--- config.mk ---
export PLATFORM = sky130hd
export DESIGN_NAME = twowire_io_regs
export DESIGN_NICKNAME = d
export VERILOG_FILES = /design/src/rtl/twowire_io_regs_pkg.sv /design/src/rtl/twowire_io_regs_pin.sv /design/src/rtl/twowire_io_regs.sv
export SDC_FILE = /design/constraint.sdc
export NUM_CORES = 1
export LEC_CHECK = 0
export ABC_AREA = 0
export CELL_PAD_IN_SITES_DETAIL_PLACEMENT = 2
export CELL_PAD_IN_SITES_GLOBAL_PLACEMENT = 2
export CORE_UTILIZATION = 33
export DETAILED_ROUTE_END_ITERATION = 12
export HOLD_SLACK_MARGIN = 0.05
export PLACE_DENSITY = 0.79
export SLEW_MARGIN = 20
export SYNTH_ARGS = -nofsm -noshare
export SYNTH_HDL_FRONTEND = slang
export SYNTH_SLANG_ARGS = --single-unit
--- constraint.sdc ---
create_clock -name dck -period 3.6 [get_ports dck]
set_input_delay 0.72 -clock dck [delete_from_list [all_inputs] [get_ports dck]]
set_output_delay 0.72 -clock dck [all_outputs]
set_load 0.02 [all_outputs]
--- src/rtl/twowire_io_regs_pkg.sv ---
// Shared types and limits for the Two-Wire Debug pad IO register bank.
// Provides the per-pin output FSM state encoding, counter widths and the
// parameter legality helper used by the top level.
package twowire_io_regs_pkg;

   // Output FSM state encodings (fixed so pad-side debug views stay stable)
   typedef enum logic [1:0] {
      ST_IDLE  = 2'd0,
      ST_DRIVE = 2'd1,
      ST_PARK  = 2'd2
   } io_state_e;

   localparam int unsigned PARK_CNT_W = 3;   // holds PARK_CYCLES up to 7
   localparam int unsigned MAX_PINS   = 8;
   localparam int unsigned MAX_SYNC   = 4;
   localparam int unsigned MAX_FILTER = 15;
   localparam int unsigned MAX_PARK   = 7;

   // Inclusive range check used for parameter legality
   function automatic bit param_in_range(input int unsigned v,
                                         input int unsigned lo,
                                         input int unsigned hi);
      return (v >= lo) && (v <= hi);
   endfunction

endpackage

--- src/rtl/twowire_io_regs_pin.sv ---
// One Two-Wire Debug pad channel.
// Ports:
//   dck, drst        clock, synchronous active-high reset
//   dout, doe        core output data / output enable
//   di               raw asynchronous pad input
//   dout_q, doe_q    registered pad output data / enable (with park on release)
//   di_q             synchronised, deglitched input
//   di_rise/di_fall  single-cycle pulses coincident with di_q edges
//   park_busy        high while the channel holds the line high after release
`ifndef TWOWIRE_REG_KEEP_ATTR
`define TWOWIRE_REG_KEEP_ATTR (* keep = "true" *)
`endif

module twowire_io_regs_pin
   import twowire_io_regs_pkg::*;
#(
   parameter int unsigned SYNC_STAGES = 2,
   parameter int unsigned FILTER_LEN  = 1,
   parameter int unsigned PARK_CYCLES = 1
) (
   input  logic dck,
   input  logic drst,
   input  logic dout,
   input  logic doe,
   input  logic di,
   `TWOWIRE_REG_KEEP_ATTR output logic dout_q,
   `TWOWIRE_REG_KEEP_ATTR output logic doe_q,
   `TWOWIRE_REG_KEEP_ATTR output logic di_q,
   `TWOWIRE_REG_KEEP_ATTR output logic di_rise,
   `TWOWIRE_REG_KEEP_ATTR output logic di_fall,
   `TWOWIRE_REG_KEEP_ATTR output logic park_busy
);

   localparam int unsigned FCW = $clog2(FILTER_LEN + 1);
   localparam logic [FCW-1:0]        FILT_LAST = FCW'(FILTER_LEN - 1);
   localparam logic [PARK_CNT_W-1:0] PARK_LAST = PARK_CNT_W'(PARK_CYCLES);

   `TWOWIRE_REG_KEEP_ATTR io_state_e              st_q;
   `TWOWIRE_REG_KEEP_ATTR logic [PARK_CNT_W-1:0]  park_cnt_q;
   `TWOWIRE_REG_KEEP_ATTR logic [SYNC_STAGES-1:0] sync_q;
   `TWOWIRE_REG_KEEP_ATTR logic [FCW-1:0]         filt_cnt_q;

   logic [SYNC_STAGES-1:0] sync_d;
   logic [FCW-1:0]         filt_cnt_d;
   logic                   di_s;
   logic                   di_q_d;
   logic                   di_rise_d;
   logic                   di_fall_d;

   // Output FSM: park drives the line high with enable held so it never floats low
   always_ff @(posedge dck) begin
      if (drst) begin
         st_q       <= ST_IDLE;
         park_cnt_q <= '0;
         dout_q     <= 1'b0;
         doe_q      <= 1'b0;
         park_busy  <= 1'b0;
      end else begin
         case (st_q)
            ST_IDLE: begin
               dout_q    <= dout;
               doe_q     <= doe;
               park_busy <= 1'b0;
               if (doe) st_q <= ST_DRIVE;
            end
            ST_DRIVE: begin
               if (doe) begin
                  dout_q <= dout;
                  doe_q  <= 1'b1;
               end else if (PARK_CYCLES > 0) begin
                  // park cycle 1 starts now; counter tracks completed park cycles
                  st_q       <= ST_PARK;
                  park_cnt_q <= PARK_CNT_W'(1);
                  dout_q     <= 1'b1;
                  doe_q      <= 1'b1;
                  park_busy  <= 1'b1;
               end else begin
                  st_q   <= ST_IDLE;
                  dout_q <= dout;
                  doe_q  <= 1'b0;
               end
            end
            ST_PARK: begin
               if (doe) begin
                  // core reclaims the line: abort park
                  st_q       <= ST_DRIVE;
                  park_cnt_q <= '0;
                  dout_q     <= dout;
                  doe_q      <= 1'b1;
                  park_busy  <= 1'b0;
               end else if (park_cnt_q == PARK_LAST) begin
                  st_q       <= ST_IDLE;
                  park_cnt_q <= '0;
                  dout_q     <= dout;
                  doe_q      <= 1'b0;
                  park_busy  <= 1'b0;
               end else begin
                  park_cnt_q <= park_cnt_q + PARK_CNT_W'(1);
               end
            end
            default: begin
               st_q       <= ST_IDLE;
               park_cnt_q <= '0;
               dout_q     <= 1'b0;
               doe_q      <= 1'b0;
               park_busy  <= 1'b0;
            end
         endcase
      end
   end

   // Input path next state: shift synchroniser, count stable mismatch cycles
   always_comb begin
      sync_d     = SYNC_STAGES'({sync_q, di});
      di_s       = sync_q[SYNC_STAGES-1];
      filt_cnt_d = '0;
      di_q_d     = di_q;
      di_rise_d  = 1'b0;
      di_fall_d  = 1'b0;
      if (di_s != di_q) begin
         if (filt_cnt_q == FILT_LAST) begin
            // FILTER_LEN-th consecutive differing cycle: accept the change
            di_q_d    = di_s;
            di_rise_d = di_s;
            di_fall_d = ~di_s;
         end else begin
            filt_cnt_d = filt_cnt_q + FCW'(1);
         end
      end
   end

   // Input path registers
   always_ff @(posedge dck) begin
      if (drst) begin
         sync_q     <= '0;
         filt_cnt_q <= '0;
         di_q       <= 1'b0;
         di_rise    <= 1'b0;
         di_fall    <= 1'b0;
      end else begin
         sync_q     <= sync_d;
         filt_cnt_q <= filt_cnt_d;
         di_q       <= di_q_d;
         di_rise    <= di_rise_d;
         di_fall    <= di_fall_d;
      end
   end

endmodule

--- src/rtl/twowire_io_regs.sv ---
// Two-Wire Debug pad IO register bank: N_PINS independent channels between
// the DTM core and the pad cells.
// Ports:
//   dck, drst        clock, synchronous active-high reset
//   dout, doe, di    per-pin core data / enable and raw pad input
//   dout_q, doe_q    registered pad output data / enable
//   di_q             synchronised, filtered pad input
//   di_rise/di_fall  edge pulses on di_q
//   park_busy        per-pin park indicator
module twowire_io_regs
   import twowire_io_regs_pkg::*;
#(
   parameter int unsigned N_PINS      = 1,
   parameter int unsigned SYNC_STAGES = 2,
   parameter int unsigned FILTER_LEN  = 1,
   parameter int unsigned PARK_CYCLES = 1
) (
   input  logic              dck,
   input  logic              drst,
   input  logic [N_PINS-1:0] dout,
   input  logic [N_PINS-1:0] doe,
   input  logic [N_PINS-1:0] di,
   output logic [N_PINS-1:0] dout_q,
   output logic [N_PINS-1:0] doe_q,
   output logic [N_PINS-1:0] di_q,
   output logic [N_PINS-1:0] di_rise,
   output logic [N_PINS-1:0] di_fall,
   output logic [N_PINS-1:0] park_busy
);

   // Parameter legality
   if (!param_in_range(N_PINS, 1, MAX_PINS)) begin : g_bad_n_pins
      $error("twowire_io_regs: N_PINS out of range 1..8");
   end
   if (!param_in_range(SYNC_STAGES, 1, MAX_SYNC)) begin : g_bad_sync
      $error("twowire_io_regs: SYNC_STAGES out of range 1..4");
   end
   if (!param_in_range(FILTER_LEN, 1, MAX_FILTER)) begin : g_bad_filter
      $error("twowire_io_regs: FILTER_LEN out of range 1..15");
   end
   if (!param_in_range(PARK_CYCLES, 0, MAX_PARK)) begin : g_bad_park
      $error("twowire_io_regs: PARK_CYCLES out of range 0..7");
   end

   // One fully independent channel per pin
   for (genvar p = 0; p < N_PINS; p++) begin : g_pin
      twowire_io_regs_pin #(
         .SYNC_STAGES (SYNC_STAGES),
         .FILTER_LEN  (FILTER_LEN),
         .PARK_CYCLES (PARK_CYCLES)
      ) u_pin (
         .dck       (dck),
         .drst      (drst),
         .dout      (dout[p]),
         .doe       (doe[p]),
         .di        (di[p]),
         .dout_q    (dout_q[p]),
         .doe_q     (doe_q[p]),
         .di_q      (di_q[p]),
         .di_rise   (di_rise[p]),
         .di_fall   (di_fall[p]),
         .park_busy (park_busy[p])
      );
   end

endmodule
# --- Yosys cells after proc, flatten, opt, wreduce, memory -nomap -nowiden ---
# Cells that the tools add are included.
totals:
  ff_bits: 14
  out_inout_bits: 6
  word_cells: 49
classes:
  add_sub_neg: 2
  n_eq_ne: 7
  n_mux: 19
  n_bitwise: 4
  n_reduce_logical: 7
op_table:
  columns: ["operator", "count"]
  rows:
  - ["$mux 3", 3]
  - ["$pmux 3 s3", 1]
  - ["$mux 2", 4]
  - ["$mux 1", 7]
  - ["$pmux 1 s3", 2]
  - ["$pmux 2 s3", 1]
  - ["$reduce_and 2->1", 3]
  - ["$reduce_or 3->1", 2]
  - ["$ne 2x2->1 const B", 2]
  - ["$not 1->1", 4]
  - ["$add 3x1->3 const B", 1]
  - ["$eq 3x1->1 const B", 1]
  - ["$ne 3x2->1 const B", 1]
  - ["$reduce_and 3->1", 1]
  - ["$eq 2x1->1 const B", 1]
  - ["$eq 2x2->1 const B", 1]
  - ["$logic_not 2->1", 1]
  - ["$pmux 1 s2", 1]
  - ["$add 1x1->1 const B", 1]
  - ["$ne 1x1->1", 1]

# --- Depth between registers and ports, before layout ---
# Gate-level depths: netlist of the first run.
logic_depth:
  ltp_word: 4
  depth_mapped: 6

# --- Worst setup path after synthesis of the first run ---
# OpenSTA, ideal clock, no wires.
synth_path:
  path_kind: "register to register"
  start: "register g_pin[0].u_pin.park_cnt_q[0]"
  end: "register g_pin[0].u_pin.dout_q"
  setup_ps: 67
  arrival_ps: 1422
  path_slack_ps: 2110
  path_stages_with_launch: 6
  path_buffers: 1
  synth_period_minus_slack_ps: 1490
  cell_sequence: "dfxtp_1 or3b_1 and3_1 buf_6 a211o_1 a21oi_2"
synth_between:
  elab_chain_len: 2
synth_lines:
  columns: ["item", "line", "text"]
  rows:
  - ["from (decl)", "twowire_io_regs_pin.sv:39", "`TWOWIRE_REG_KEEP_ATTR logic [PARK_CNT_W-1:0] park_cnt_q;"]
  - ["from (signal assigned)", "twowire_io_regs_pin.sv:98", "park_cnt_q <= park_cnt_q + PARK_CNT_W'(1);"]
  - ["$eq 3x1->1", "twowire_io_regs_pin.sv:91", "end else if (park_cnt_q == PARK_LAST) begin"]
  - ["$ne 3x2->1 (no source line)", null, null]
  - ["to (signal assigned)", "twowire_io_regs_pin.sv:79", "dout_q <= dout;"]
  - ["to (signal assigned)", "twowire_io_regs_pin.sv:88", "dout_q <= dout;"]
  - ["to (signal assigned)", "twowire_io_regs_pin.sv:94", "dout_q <= dout;"]
  - ["to (decl)", "twowire_io_regs_pin.sv:26", "`TWOWIRE_REG_KEEP_ATTR output logic dout_q,"]
# Every way passes these cells.
# A chain may end at the register's enable or synchronous reset.

==> flow_summary.toml, run 1 <==
[status]
run_status = "finished clean"

[sta]
finClkSkew_ps = 8.823
setup_violations = 0
maxSlewViolCount = 0
max-slew-margin-rel_pct = 64.64
tightest_slew_ps = 528.7
finalSetupTns_ps = 0
fmax_ghz = 0.4996
layout_setup_ws_ps = 1598
min_period_over_period_pct = 55.60
whs_ps = 447.9
hold_viol = 0
grt_setup_unrepaired = "false"
fin_crit_ps = 2002

[placement]
globalplace.congestion = 0.6927
place_hpwl_mm = 1.092
dp_slack_ps = 1292
dpl.cell_count = 104
port-buffer-count = 10

[yosys]
syn_inst = 71
yosysWarnings = 0
synth_nets = 81
syn_area_um2 = 665.6
avgSynthCellArea_um2 = 9.375

[clocking]
clkTransAtPathRegs_ps = 70
insertion_delay_ps = 280
cts_tree = "built"
cts-resized-gates = 0
clockBufferDepth = 2
cts-buffers-inserted = 3
ctsHoldBuffers = 0
post_cts_buffers = 0
cts_num_sinks = 14
cts_root_buf = "clkbuf_4"
htreeDepth = 1

[detailed_routing]
routed_wl_mm = 1.457
wl_per_cell_um = 13.62
drt_iter0_drc = 8
drc = 0
ant_nets = 0
num_vias = 549
firstDrtPassIters = 4
routed_via_density = 5.131

[finish]
fin_nets = 94
finalNonFillerCells = 107
n_fill_cell = 215
layout-drive-gt1-share_pct = 7.317
diodes = 0
syn_to_final_growth_pct = 20.86

[floorplanning]
io_pins = 11
start_util_pct = 36.94
core_region_area_um2 = 1802
fp.dieArea_um2 = 2201
die_h_um = 46.91
die_x_um = 46.91
row_count = 15

[worst_hold_path]
holdCritPathClass = "flop to flop"
hold_path.startpoint = "g_pin[0].u_pin.sync_q[0]$_SDFF_PP0_"
hold_depth = 1
worstHoldEndpoint = "g_pin[0].u_pin.sync_q[1]$_SDFF_PP0_"

[pwr]
p_seq_share_pct = 55.1
p_switching_uw = 79.29
power.density_nw_per_um2 = 374.3
p_int_uw = 221.8
combPwrFrac_pct = 16.0
power_leakage_nw = 0.3158
pwr-share-clk_pct = 28.9
netSwitchingFraction_pct = 26.33
ir_drop_mv = 0.2895

[global_routing]
grt_max_degree = 15
track_usage_pct = 15.54
grt_pass1_wl_mm = 2.394
antenna_found_initial = 0
grt_pass1_vias = 551
overflow = 0

[critical_path]
critPathLaunchType = "input pin"
r2r_slack_ps = 1940
slowest_stage = "clkdlybuf4s50_1"
worstSetupEndpointType = "flop"
cp_cell_sequence = "clkdlybuf4s50_1 > nor3b_1 > nand3_1 > a21oi_1 > o22a_1"
cpPeakStageDelay_ps = 680
critPathRequiredTime_ps = 3820
worstSetupPathType = "input pin to flop"
worst_ep_arrival_time_ps = 2220
r2r_cells = 6
path_max_fanout = 14
r2r_start = "g_pin[0].u_pin.st_q[0]$_SDFFE_PP0P_"
r2r-end = "g_pin[0].u_pin.park_cnt_q[2]$_SDFFE_PP0P_"

[job]
drv_cap = 0
## sequential cells by signal (all words and copies together) (netlist names)
name / flops
g_pin.u_pin.di_rise: 1
g_pin.u_pin.park_cnt_q: 3
g_pin.u_pin.filt_cnt_q: 1
g_pin.u_pin.dout_q: 1
g_pin.u_pin.di_fall: 1
g_pin.u_pin.di_q: 1
g_pin.u_pin.st_q: 2
g_pin.u_pin.park_busy: 1
g_pin.u_pin.doe_q: 1
g_pin.u_pin.sync_q: 2
## through the flow
| step | utilization [%] | total power [mW] | instance area (µm²) |
|---|---|---|---|
| floorplan | - | 0.1986 | 665.6 |
| finish | 44.65 | 0.3011 | 804.5 |
| detailed placement | 43.40 | 0.2183 | 782.0 |
| global placement | 43.40 | 0.2171 | 782.0 |
| CTS | 44.65 | 0.3054 | 804.5 |
| global route | 44.65 | 0.3168 | 804.5 |
## how the worst max path moves through the flow
stage,start,endpoint,depth (start not counted)
6_report,drst,g_pin[0].u_pin.park_cnt_q[2]$_SDFFE_PP0P_,5
2_1_floorplan,g_pin[0].u_pin.park_cnt_q[0]$_SDFFE_PP0P_,g_pin[0].u_pin.dout_q$_SDFFE_PP0P_,5
3_3_place_gp,drst,g_pin[0].u_pin.park_cnt_q[2]$_SDFFE_PP0P_,5
4_1_cts,drst,g_pin[0].u_pin.park_cnt_q[2]$_SDFFE_PP0P_,5
5_1_grt,drst,g_pin[0].u_pin.park_cnt_q[2]$_SDFFE_PP0P_,5
3_5_place_dp,drst,g_pin[0].u_pin.park_cnt_q[2]$_SDFFE_PP0P_,5
## placed cells by master (no fill, tap or decap)
| cell | instances |
|---|---|
| conb_1 | 1 |
| a21oi_2 | 1 |
| nand2_1 | 5 |
| a21oi_1 | 6 |
| nand3_1 | 1 |
| nand4b_1 | 1 |
| a31oi_1 | 1 |
| clkdlybuf4s50_1 | 10 |
| and4b_2 | 1 |
| or3_1 | 1 |
| nor2b_1 | 3 |
| nor3b_1 | 1 |
| nor2_1 | 6 |
| or4_1 | 1 |
| ha_1 | 5 |
| a32o_1 | 1 |
| and3_1 | 1 |
| a211o_1 | 2 |
| or3b_1 | 1 |
| nor3_1 | 1 |
| dfxtp_1 | 14 |
| inv_2 | 1 |
| clkbuf_4 | 3 |
| nor4b_1 | 2 |
| o211ai_1 | 1 |
| mux2i_1 | 3 |
| o22ai_1 | 1 |
| o22a_1 | 1 |
| inv_1 | 3 |
| a21bo_1 | 1 |
| o21ai_0 | 2 |
## final cells by class
type / instances / area (µm²) / area share [%]
Multi-Input combinational cell: 51 / 355.3 / 44.17
Sequential cell: 14 / 280.3 / 34.84
Timing Repair Buffer: 10 / 100.1 / 12.44
Tap cell: 25 / 31.28 / 3.888
Clock buffer: 3 / 22.52 / 2.799
Inverter: 4 / 15.01 / 1.866
## power groups by stage
| stage | clock network (mW) | logic [mW] | registers [mW] |
|---|---|---|---|
| after floorplan | 0 | 0.0263 | 0.172 |
| after global routing | 0.0958 | 0.0544 | 0.167 |
| after global placement | 0 | 0.0478 | 0.169 |
| final | 0.0870 | 0.0481 | 0.166 |
| after CTS | 0.0905 | 0.0489 | 0.166 |
| after detailed placement | 0 | 0.0486 | 0.170 |
## critical path: cells and delay by family
family	cells	cell delay (ps)
buffers and inverters	1	680
AOI/OAI and AO/OA	2	290
and+or+nand+nor	2	530
## layer usage
metal,wire length [µm],up-vias,global-route usage (%)
met5,0,-,0
met4,0,0,1.714
met3,38,0,5.769
met2,728,8,26.94
met1,691,268,19.01
li1,-,273,-
Note: power is estimated with default switching activity, not from simulation.
==> inputs of run 2 (changes only) <==
CORE_UTILIZATION = 31   (was 33)
PLACE_DENSITY = 0.75   (was 0.79)
clock period = 2.1 ns   (was 3.6 ns; I/O delays follow)
==> run 2 against run 1 <==
Against the previous run: power grew 89%; sequential cell count is the same; register-to-register slack lost 1500 ps; first-iteration DRC count shrank 63%; die area grew 6.2%; non-clock buffer count grew 1; clock skew shrank 5.5 ps; critical endpoint is now di_q.
==> flow_summary.toml, run 2 (synthesis gave the netlist of run 1 again) <==
[critical_path]
r2r_cells = 6
worstSetupPathType = "flop to output port"
critPathRequiredTime_ps = 1680
slowest_stage = "clkdlybuf4s50_1"
crit_cells = 1
critPathLaunchType = "flop"
worst_ep_arrival_time_ps = 1290
worstSetupEndpointType = "output port"
path_max_fanout = 4
crit_family = "buffers and inverters"
cpPeakStageDelay_ps = 620
cp_num_buf_inv = 1
cp_cell_sequence = "clkdlybuf4s50_1"

[job]
drv_cap = 0

[pwr]
pwr-share-clk_pct = 35.1
p_seq_share_pct = 49.9
power.density_nw_per_um2 = 688.4
power_leakage_nw = 0.3278
combPwrFrac_pct = 14.9
p_switching_uw = 149.4
ir_drop_mv = 0.4905
netSwitchingFraction_pct = 26.20
p_int_uw = 420.8

[clocking]
ctsHoldBuffers = 0
htreeDepth = 1
cts-buffers-inserted = 3
cts_root_buf = "clkbuf_4"
post_cts_buffers = 0
cts_tree = "built"
cts-resized-gates = 0
clockBufferDepth = 2
insertion_delay_ps = 290
cts_num_sinks = 14
clkTransAtPathRegs_ps = 90

[worst_hold_path]
holdCritPathClass = "flop to flop"
hold_depth = 1

[global_routing]
grt_pass1_wl_mm = 2.649
grt_pass1_vias = 588
grt_max_degree = 14
antenna_found_initial = 0
track_usage_pct = 14.96
overflow = 0

[finish]
fin_nets = 95
diodes = 0
mostFrequentLayoutCell = "dfxtp_1"
regMostFlops = "g_pin.u_pin.park_cnt_q"
layout-drive-gt1-share_pct = 9.524
top_regs = "g_pin.u_pin.park_cnt_q (3), g_pin.u_pin.st_q (2), g_pin.u_pin.sync_q (2)"
largest_reg_flops = 3
layout_common_cells = "dfxtp_1 (14), clkdlybuf4s50_1 (10), nor2_1 (6), a21oi_1 (6)"
syn_to_final_growth_pct = 24.44
postLayoutCellArea_um2 = 828.3

[floorplanning]
die_h_um = 48.34
start_util_pct = 33.59
row_count = 16
core_region_area_um2 = 1982
fp.dieArea_um2 = 2337
die_x_um = 48.34
io_pins = 11

[placement]
dp_slack_ps = 295.5
place_hpwl_mm = 1.135
placed_area_um2 = 792.0
port-buffer-count = 10
globalplace.congestion = 0.6926

[status]
run_status = "finished clean"

[detailed_routing]
firstDrtPassIters = 4
wl_per_cell_um = 14.03
wl_met1_um = 766
routed_via_density = 4.982
routed_wl_mm = 1.557
wl_met3_um = 41
drt_iter0_drc = 3
top_layer = "met4"
ant_nets = 0
wl_met2_um = 727
num_vias = 553
drc = 0

[sta]
finalSetupTns_ps = 0
hold_viol = 0
grt_setup_unrepaired = "false"
finClkSkew_ps = 3.370
fin_crit_ps = 1713
fmax_ghz = 0.5837
setup_violations = 0
layout_setup_ws_ps = 386.6
maxSlewViolCount = 0
min_period_over_period_pct = 81.59
-- run 2: worst paths after layout --
kind | from | slack, ps | to
setup / recovery | g_pin[0].u_pin.di_q$_SDFFE_PP0P_ | 390 | di_q
hold reg to reg | g_pin[0].u_pin.sync_q[0]$_SDFF_PP0_ | 450 | g_pin[0].u_pin.sync_q[1]$_SDFF_PP0_
hold / removal | g_pin[0].u_pin.sync_q[0]$_SDFF_PP0_ | 450 | g_pin[0].u_pin.sync_q[1]$_SDFF_PP0_
setup reg to reg | g_pin[0].u_pin.st_q[0]$_SDFFE_PP0P_ | 420 | g_pin[0].u_pin.park_cnt_q[2]$_SDFFE_PP0P_
-- run 2: layout make-up --
| cell class | instances | area (µm²) |
|---|---|---|
| sequential | 14 | 280.3 |
| fill | 227 | 1154 |
| inverter | 4 | 15.01 |
| tap | 27 | 33.78 |
| timing repair buffer | 11 | 107.6 |
| multi-input combinational | 51 | 355.3 |
| clock buffer | 4 | 36.28 |
-- run 2: metrics by stage --
step | total power, mW | cells | utilization, % | hold WS (ps)
6_report | 0.5702 | 111 | 41.79 | 448.6
5_1_grt | 0.6001 | 111 | 41.79 | 468.8
4_1_cts | 0.5816 | 111 | 41.79 | 456.8
3_5_place_dp | 0.3760 | 107 | 39.96 | 435.5
3_3_place_gp | 0.3734 | 107 | 39.96 | 419.4
2_1_floorplan | 0.3405 | 71 | - | 413.8
-- run 2: metal layers --
layer,global-route usage (%),vias up
met4,4.412,0
li1,-,278
met2,24.65,8
met3,5.975,4
met1,17.90,263
met5,0,-
-- run 2: power groups by stage --
| stage | sequential, mW | combinational, mW | clock (mW) |
|---|---|---|---|
| 2_1_floorplan | 0.295 | 0.0450 | 0 |
| 5_1_grt | 0.287 | 0.0930 | 0.220 |
| 4_1_cts | 0.285 | 0.0854 | 0.211 |
| 3_5_place_dp | 0.291 | 0.0847 | 0 |
| 6_report | 0.285 | 0.0852 | 0.200 |
| 3_3_place_gp | 0.290 | 0.0830 | 0 |
==> inputs of run 3 (changes only) <==
CORE_UTILIZATION = 28   (was 31)
PLACE_DENSITY = 0.72   (was 0.75)
clock period = 1.5 ns   (was 2.1 ns; I/O delays follow)
==> run 3 against run 2 <==
Against the previous run: die area up 10%; design area up 15%; clock power up 40%; critical path type is now flop to flop.
==> flow_summary.toml, run 3 (synthesis gave the netlist of run 1 again) <==
[status]
run_status = "finished clean"

[clocking]
cts_root_buf = "clkbuf_4"
htreeDepth = 1
cts_num_sinks = 14
clockBufferDepth = 2
clkTransAtPathRegs_ps = 90
insertion_delay_ps = 290
cts-buffers-inserted = 3
cts_tree = "built"

[pwr]
power_leakage_nw = 0.4249
power.density_nw_per_um2 = 877.4
totalPowerFinal_uw = 834.4
ir_drop_mv = 0.4666

[finish]
largest_reg_flops = 3
mostFrequentLayoutCell = "buf_4"
syn_to_final_growth_pct = 42.86
fin_nets = 108
diodes = 0
layout-drive-gt1-share_pct = 29.90
final_util_pct = 42.58
top_regs = "g_pin.u_pin.park_cnt_q (3), g_pin.u_pin.st_q (2), g_pin.u_pin.sync_q (2)"
postLayoutCellArea_um2 = 950.9
regMostFlops = "g_pin.u_pin.park_cnt_q"
layout_common_cells = "buf_4 (14), dfxtp_1 (12), nor2_1 (6), a21oi_1 (6), dlygate4sd2_1 (6)"

[global_routing]
track_usage_pct = 16.97
overflow = 0
grt_max_degree = 14
antenna_found_initial = 0
grt_pass1_vias = 641
grt_pass1_wl_mm = 3.167

[critical_path]
r2r_cells = 4
worstSetupPathType = "flop to flop"
worst_ep_arrival_time_ps = 1690
path_max_fanout = 5
worstSetupEndpointType = "flop"
critPathRequiredTime_ps = 1730
critPathLaunchType = "flop"

[detailed_routing]
routed_wl_mm = 1.908
wl_per_cell_um = 15.26
num_vias = 606
firstDrtPassIters = 4
drt_iter0_drc = 4
drc = 0
routed_via_density = 4.848
ant_nets = 0

[sta]
min_period_over_period_pct = 97.68
finClkSkew_ps = 5.414
fmax_ghz = 0.6825
maxSlewViolCount = 0
finalSetupTns_ps = 0
whs_ps = 456.7
fin_crit_ps = 1465
grt_setup_unrepaired = "true"
hold_viol = 0
setup_violations = 0

[placement]
globalplace.congestion = 0.7383
port-buffer-count = 10
place_hpwl_mm = 1.339
placed_area_um2 = 875.8

[floorplanning]
core_region_area_um2 = 2233
row_count = 17
die_h_um = 50.76
io_pins = 11
die_x_um = 50.76
fp.dieArea_um2 = 2576
start_util_pct = 29.80

[worst_hold_path]
holdCritPathClass = "flop to flop"
hold_depth = 1

[job]
drv_cap = 0
==> run 3: cell types whose count changed in the layout (fill, tap and decap cells not counted), moves of 2 or more <==
cell and change:
ha_1 -3, dlygate4sd2_1 +6, clkdlybuf4s50_1 -6, buf_4 +13
ha_2 +3, dfxtp_1 -2
==> run 3: routing by layer <==
metal | vias to the layer above | wire, µm | track usage [%] | part of all wire, %
li1 | 303 | - | - | -
met1 | 293 | 920 | 21.39 | 48
met2 | 8 | 919 | 28.44 | 48
met3 | 2 | 40 | 3.636 | 2.1
met4 | 0 | 27 | 5.556 | 1.4
met5 | - | 0 | 0 | 0
==> run 3: timing repair <==
action	CTS	global route
buffers inserted	0	2
hold buffers	0	0
pin swaps	0	3
setup endpoints to repair	10	8
endpoints found under the hold margin	0	0
resized for setup	10	6
==> run 3: power by group <==
| group | switching, mW | total (mW) | internal, mW |
|---|---|---|---|
| registers | 0.00918 | 0.395 | 0.385 |
| clock network | 0.133 | 0.281 | 0.148 |
| logic | 0.0793 | 0.159 | 0.0794 |
==> run 3: cell type report <==
| type | instances | area, µm² |
|---|---|---|
| Timing Repair Buffer | 24 | 197.7 |
| Clock buffer | 4 | 36.28 |
| Inverter | 4 | 15.01 |
| Sequential cell | 14 | 285.3 |
| Fill cell | 249 | 1282 |
| Tap cell | 28 | 35.03 |
| Multi-Input combinational cell | 51 | 381.6 |
==> run 3: worst paths after layout <==
kind	start	to	slack, ps
hold reg to reg	g_pin[0].u_pin.sync_q[0]$_SDFF_PP0_	g_pin[0].u_pin.sync_q[1]$_SDFF_PP0_	460
setup / recovery	g_pin[0].u_pin.park_cnt_q[1]$_SDFFE_PP0P_	g_pin[0].u_pin.dout_q$_SDFFE_PP0P_	30
hold / removal	g_pin[0].u_pin.sync_q[0]$_SDFF_PP0_	g_pin[0].u_pin.sync_q[1]$_SDFF_PP0_	460
setup reg to reg	g_pin[0].u_pin.park_cnt_q[1]$_SDFFE_PP0P_	g_pin[0].u_pin.dout_q$_SDFFE_PP0P_	30
==> run 3: worst max-delay path, stage by stage (launching register included) <==
cell and delay, ps:
dfxtp_4 350, or3b_4 420, and3_1 250, a211o_1 250, a21oi_2 130
==> run 3: metrics by stage <==
stage	setup WS, ps	instances
floorplan	10.39	71
global placement	-80.63	119
detailed placement	-117.1	119
CTS	6.637	123
global route	-45.59	125
finish	34.87	125
